$ cat config.mk
export PLATFORM = sky130hd
export DESIGN_NAME = div_reconstruct
export DESIGN_NICKNAME = d
export VERILOG_FILES = /design/src/rtl/div_reconstruct_pkg.sv /design/src/rtl/div_reconstruct_shift_add_mul.sv /design/src/rtl/div_reconstruct.sv
export SDC_FILE = /design/constraint.sdc
export NUM_CORES = 1
export LEC_CHECK = 0
export BUFFER_PORTS_ARGS = -buffer_cell sky130_fd_sc_hd__buf_2
export CORE_ASPECT_RATIO = 1.25
export CORE_UTILIZATION = 25
export DETAILED_ROUTE_END_ITERATION = 6
export GPL_ROUTABILITY_DRIVEN = 0
export GPL_TIMING_DRIVEN = 1
export PLACE_DENSITY = 0.36
export SETUP_SLACK_MARGIN = 0.15
export SLEW_MARGIN = 30
export SYNTH_ARGS = -nofsm -noshare
export SYNTH_HDL_FRONTEND = slang
export SYNTH_SLANG_ARGS = --single-unit
$ cat constraint.sdc
create_clock -name clk -period 24 [get_ports clk]
set_clock_uncertainty 0.15 [all_clocks]
set_input_delay 6 -clock clk [delete_from_list [all_inputs] [get_ports clk]]
set_output_delay 6 -clock clk [all_outputs]
set_load 0.02 [all_outputs]
$ cat src/rtl/div_reconstruct_pkg.sv
// Shared types and constants for the dividend reconstructor (q*d + r).
// Holds the FSM state encoding, the default operand width and the bit-counter width.
package div_reconstruct_pkg;

    localparam int DIV_WIDTH = 32;
    localparam int DIV_CNT_W = $clog2(DIV_WIDTH + 1);

    typedef enum logic [1:0] {
        IDLE = 2'd0,
        MUL  = 2'd1,
        ADD  = 2'd2,
        DONE = 2'd3
    } state_t;

endpackage

$ cat src/rtl/div_reconstruct_shift_add_mul.sv
// Purpose: unsigned one-bit-per-cycle shift-add multiplier, 2*WIDTH-bit product.
// Latency: exactly WIDTH cycles after start; done flags the final step.
// Backpressure: none; the product holds once the counter reaches zero.
module shift_add_mul
    import div_reconstruct_pkg::*;
#(
    parameter int WIDTH = DIV_WIDTH,
    parameter int CNT_W = $clog2(WIDTH + 1)
) (
    input  logic                 clk,
    input  logic                 reset,
    input  logic                 start,
    input  logic [WIDTH-1:0]     multiplicand,
    input  logic [WIDTH-1:0]     multiplier,
    output logic [2*WIDTH-1:0]   product,
    output logic                 done
);

    logic [2*WIDTH-1:0] mcand_q;
    logic [WIDTH-1:0]   mplier_q;
    logic [2*WIDTH-1:0] acc_q;
    logic [CNT_W-1:0]   cnt_q;

    always_ff @(posedge clk or posedge reset) begin
        if (reset) begin
            mcand_q  <= '0;
            mplier_q <= '0;
            acc_q    <= '0;
            cnt_q    <= '0;
        end else if (start) begin
            mcand_q  <= {{WIDTH{1'b0}}, multiplicand};
            mplier_q <= multiplier;
            acc_q    <= '0;
            cnt_q    <= CNT_W'(WIDTH);
        end else if (cnt_q != '0) begin
            // No early exit on zero operands: the step count is fixed.
            if (mplier_q[0]) begin
                acc_q <= acc_q + mcand_q;
            end
            mcand_q  <= mcand_q << 1;
            mplier_q <= mplier_q >> 1;
            cnt_q    <= cnt_q - CNT_W'(1);
        end
    end

    assign product = acc_q;
    assign done    = (cnt_q == CNT_W'(1));

endmodule

$ cat src/rtl/div_reconstruct.sv
// Purpose: dividend = quotient*divisor + remainder over ready/valid streams (DIV_RECONSTRUCT_CHECK_EN adds checks).
// Latency: WIDTH+1 cycles accept-to-o_valid; one transaction per WIDTH+3 cycles.
// Backpressure: result held in DONE until o_ready; i_ready only in IDLE.
module div_reconstruct
    import div_reconstruct_pkg::*;
#(
    parameter int WIDTH = DIV_WIDTH
) (
    input  logic             clk,
    input  logic             reset,
    input  logic             i_valid,
    output logic             i_ready,
    input  logic [WIDTH-1:0] i_payload_quotient,
    input  logic [WIDTH-1:0] i_payload_divisor,
    input  logic [WIDTH-1:0] i_payload_remainder,
    output logic             o_valid,
    input  logic             o_ready,
    output logic [WIDTH-1:0] o_payload_dividend,
    output logic             o_payload_overflow,
    output logic             o_payload_check_err,
    output logic             o_payload_divzero
);

    state_t             state;
    logic               accept;
    logic               mul_done;
    logic [2*WIDTH-1:0] product;
    logic [WIDTH-1:0]   rem_q;
    logic               chk_q;
    logic               dz_q;
    logic               chk_in;
    logic               dz_in;
    logic [2*WIDTH:0]   sum;

    assign i_ready = (state == IDLE);
    assign accept  = i_valid && i_ready;

`ifdef DIV_RECONSTRUCT_CHECK_EN
    assign chk_in = (i_payload_divisor != '0) && (i_payload_remainder >= i_payload_divisor);
    assign dz_in  = (i_payload_divisor == '0) && (&i_payload_quotient) && (&i_payload_remainder);
`else
    assign chk_in = 1'b0;
    assign dz_in  = 1'b0;
`endif

    shift_add_mul #(.WIDTH(WIDTH)) u_mul (
        .clk          (clk),
        .reset        (reset),
        .start        (accept),
        .multiplicand (i_payload_quotient),
        .multiplier   (i_payload_divisor),
        .product      (product),
        .done         (mul_done)
    );

    // Full-width sum so the range test sees every carry.
    always_comb begin
        sum = '0;
        sum = {1'b0, product} + {{(WIDTH+1){1'b0}}, rem_q};
    end

    always_ff @(posedge clk or posedge reset) begin
        if (reset) begin
            state               <= IDLE;
            rem_q               <= '0;
            chk_q               <= 1'b0;
            dz_q                <= 1'b0;
            o_valid             <= 1'b0;
            o_payload_dividend  <= '0;
            o_payload_overflow  <= 1'b0;
            o_payload_check_err <= 1'b0;
            o_payload_divzero   <= 1'b0;
        end else begin
            case (state)
                IDLE: begin
                    if (i_valid) begin
                        rem_q <= i_payload_remainder;
                        chk_q <= chk_in;
                        dz_q  <= dz_in;
                        state <= MUL;
                    end
                end
                MUL: begin
                    if (mul_done) begin
                        state <= ADD;
                    end
                end
                ADD: begin
                    // The divide-by-zero marker reports a clean zero result.
                    o_payload_dividend  <= dz_q ? '0 : sum[WIDTH-1:0];
                    o_payload_overflow  <= dz_q ? 1'b0 : (|sum[2*WIDTH:WIDTH]);
                    o_payload_check_err <= chk_q;
                    o_payload_divzero   <= dz_q;
                    o_valid             <= 1'b1;
                    state               <= DONE;
                end
                DONE: begin
                    if (o_ready) begin
                        o_valid <= 1'b0;
                        state   <= IDLE;
                    end
                end
                default: state <= IDLE;
            endcase
        end
    end

endmodule

==> impl_metrics.py <==
metrics = {
    "run_status": {
        "outcome": "complete, no violations",
    },
    "drt": {
        "via_per_inst": 5.034,
        "wl_per_cell_um": 18.82,
        "drt_pre_antenna_iters": 6,
        "num_vias": 15100,
        "wl_met1_um": 26850,
        "remaining_drc_errors": 0,
        "routed.top_layer": "met5",
        "routed-wl-met2_um": 26380,
        "ant_nets": 0,
        "drt_wl_total_um": 56470,
        "first_iter_violations": 997,
        "wl_met3_um": 2104,
    },
    "floorplanning": {
        "dieArea_um2": 67430,
        "ios": 137,
        "num_rows": 105,
        "coreArea_um2": 65690,
        "die_w_um": 232.5,
        "start_util_pct": 25.27,
        "die_height_um": 290.1,
    },
    "cts": {
        "clock-sinks": 234,
        "clock_latency_ps": 620,
        "cts.repair.resized": 0,
        "clkTransAtPathRegs_ps": 60,
        "cts_setup_buffers": 0,
        "cts_tree": "built",
        "cts_hold_buf": 0,
        "cts_root_buf": "clkbuf_16",
        "cts-buffers-inserted": 30,
        "clockBufferDepth": 3,
        "htreeDepth": 1,
    },
    "critical_path": {
        "end_kind": "output port",
        "required_ps": 17850,
        "critical_path_class": "reg2out",
        "r2r_start": "u_mul.product[0]$_DFFE_PP0P_",
        "cp_data_arrival_time_ps": 1660,
        "critPathMaxFanout": 5,
        "cp-start-kind": "flop",
        "startpoint": "state[0]$_DFFE_PP0P_",
    },
    "yosys": {
        "yosysTopAreaCell": "dfrtp_1",
        "synthesis.area_um2": 16600,
        "netlist-cell-type-count": 93,
        "ys_warn_count": 0,
        "synthCells": 2066,
        "synthFlopType": "dfrtp_1",
        "synth_top_area_share_pct": 35.28,
        "synth-seq-cells": 234,
        "async_reset_ff_share_pct": 100.0,
        "synth_edf_count": 0,
        "ys_seq_area_share_pct": 35.28,
        "synth_area_per_cell_um2": 8.034,
        "synth_area_leaders": "dfrtp_1 35%, nand2_1 11%, ha_1 7.6%",
        "synth.most_common_cell": "nand2_1",
        "synth_common_cells": "465 x nand2_1, 234 x dfrtp_1, 193 x a21oi_1, 149 x nor2_1, 101 x ha_1",
    },
    "min_path": {
        "hold_path_class": "reg2reg",
        "min_from": "rem_q[3]$_DFFE_PP0P_",
    },
    "global_route": {
        "antenna_found_initial": 7,
        "grt_pass1_wl_um": 89820,
        "grt_max_degree": 113,
        "global_route.usage.total_pct": 16.68,
        "grt-ovfl-total": 0,
        "grt_pass1_vias": 15030,
    },
    "timing": {
        "tightest_slew_ps": 958.0,
        "setup_viol": 0,
        "fmax_mhz": 128.1,
        "slew_headroom_pct": 35.46,
        "final.period_utilization_pct": 32.54,
        "fin_crit_ps": 7808,
        "rsz0062_at_grt": "false",
        "tns_ps": 0,
        "drv_slew": 0,
        "finalHoldViolCount": 0,
    },
    "placement": {
        "dp_hpwl_um": 41780,
        "io_buffers": 134,
    },
    "power": {
        "peakVddDrop_uv": 59.28,
        "pwr_density_cell_nw_per_um2": 162.0,
        "finalPower_w": 0.003094,
        "p_leak_nw": 8.631,
    },
    "layout": {
        "area_delta_synth_final_pct": 15.08,
        "fillCellCount": 7222,
        "nets": 2321,
        "drive_gt1_share_pct": 13.12,
    },
    "job": {
        "max-cap-violations": 0,
    },
}
[worst paths after layout]
path,end,slack [ps],depth (start not counted)
worst min-delay path,rem_q[3]$_DFFE_PP0P_,330,2
min in group asynchronous,u_mul.mcand_q[28]$_DFFE_PP0P_,5380,2
worst max register to register,u_mul.product[54]$_DFFE_PP0P_,19680,14
worst max-delay path,i_ready,16190,3
max in group asynchronous,o_payload_dividend[30]$_DFFE_PP0P_,16430,4
worst min register to register,rem_q[3]$_DFFE_PP0P_,330,2
[worst max-delay path, stage by stage (launching register included)]
cell	delay (ps)
dfrtp_1	410
inv_1	100
ha_1	310
buf_2	230
[per-layer routing]
| metal | global-route usage, % | vias to the layer above |
|---|---|---|
| li1 | - | 7465 |
| met4 | 3.938 | 12 |
| met3 | 2.123 | 62 |
| met1 | 23.11 | 7297 |
| met5 | 0 | - |
| met2 | 27.30 | 265 |
[layout by cell type, fill, tap and decap left out, types with 6 or more instances in the layout]
cell | synthesis | routed
nand3_1 | 48 | 48
buf_4 | 4 | 10
a211oi_1 | 10 | 10
inv_1 | 41 | 40
nand2_1 | 465 | 462
clkbuf_16 | 0 | 30
o211ai_1 | 6 | 6
clkinv_2 | 0 | 8
buf_2 | 12 | 134
nor3_1 | 28 | 28
a31oi_1 | 78 | 78
o31ai_1 | 12 | 12
xor2_1 | 37 | 37
a21o_1 | 74 | 74
nor2b_1 | 16 | 16
nand2b_1 | 18 | 18
dfrtp_1 | 234 | 234
clkbuf_8 | 0 | 6
bufinv_16 | 0 | 8
or3_1 | 17 | 17
a311oi_1 | 6 | 6
nor4_1 | 15 | 14
or2_2 | 7 | 7
nor2_1 | 149 | 149
nand4_1 | 47 | 47
o21ai_0 | 70 | 70
ha_1 | 101 | 100
o21ai_1 | 11 | 11
and3_1 | 16 | 16
and2_1 | 13 | 11
o21bai_1 | 15 | 15
o21a_1 | 16 | 16
mux2_2 | 29 | 29
a21oi_1 | 193 | 193
xnor2_1 | 47 | 47
nand3b_1 | 6 | 6
[area by class of cell]
type	count	area (um2)	area share [%]
well taps	856	1071	5.607
inverters	41	161.4	0.8450
flip-flops and latches	234	5856	30.65
repair buffers	146	768.2	4.022
multi-input cells	1665	10080	52.76
clock inverters	19	325.3	1.703
clock buffers	37	837.1	4.382
diodes	2	5.005	0.02620
[where the power goes]
part / internal [W] / switching [W] / leakage [nW]
clock: 0.000333 / 0.000197 / 0.570
combinational: 0.000691 / 0.00109 / 5.18
sequential: 0.000579 / 0.000208 / 2.88
total: 0.00160 / 0.00149 / 8.63
[state kept, by name, summed over array words and instances (netlist names)]
signal              flops
o_payload_dividend     32
o_payload_overflow      1
o_valid                 1
rem_q                  32
state                   2
u_mul.cnt_q             6
u_mul.mcand_q          64
u_mul.mplier_q         32
u_mul.product          64
[logic make-up after synthesis]
logic type      Yosys count  share of synthesized area [%]
compound gates          560                          21.69
xor+xnor                 84                          4.432
other cells               1                        0.02259
fa+ha+maj               103                          7.855
simple gates            884                          24.36
flops                   234                          35.28
buf+inv                 168                          4.206
mux                      32                          2.148
[through the flow]
stage	hold WS, ps	instance area [um2]	util [%]	cells	worst slack [ps]
detailed placement	320.6	17930	27.29	2942	15310
CTS	335.4	19090	29.06	2998	15960
global route	365.7	19100	29.08	2999	15980
floorplan	299.7	16600	-	2067	11430
finish	330.2	19100	29.08	3000	16190
global placement	314.7	17930	27.29	2942	15350
Power figures use the tool's default switching activity.
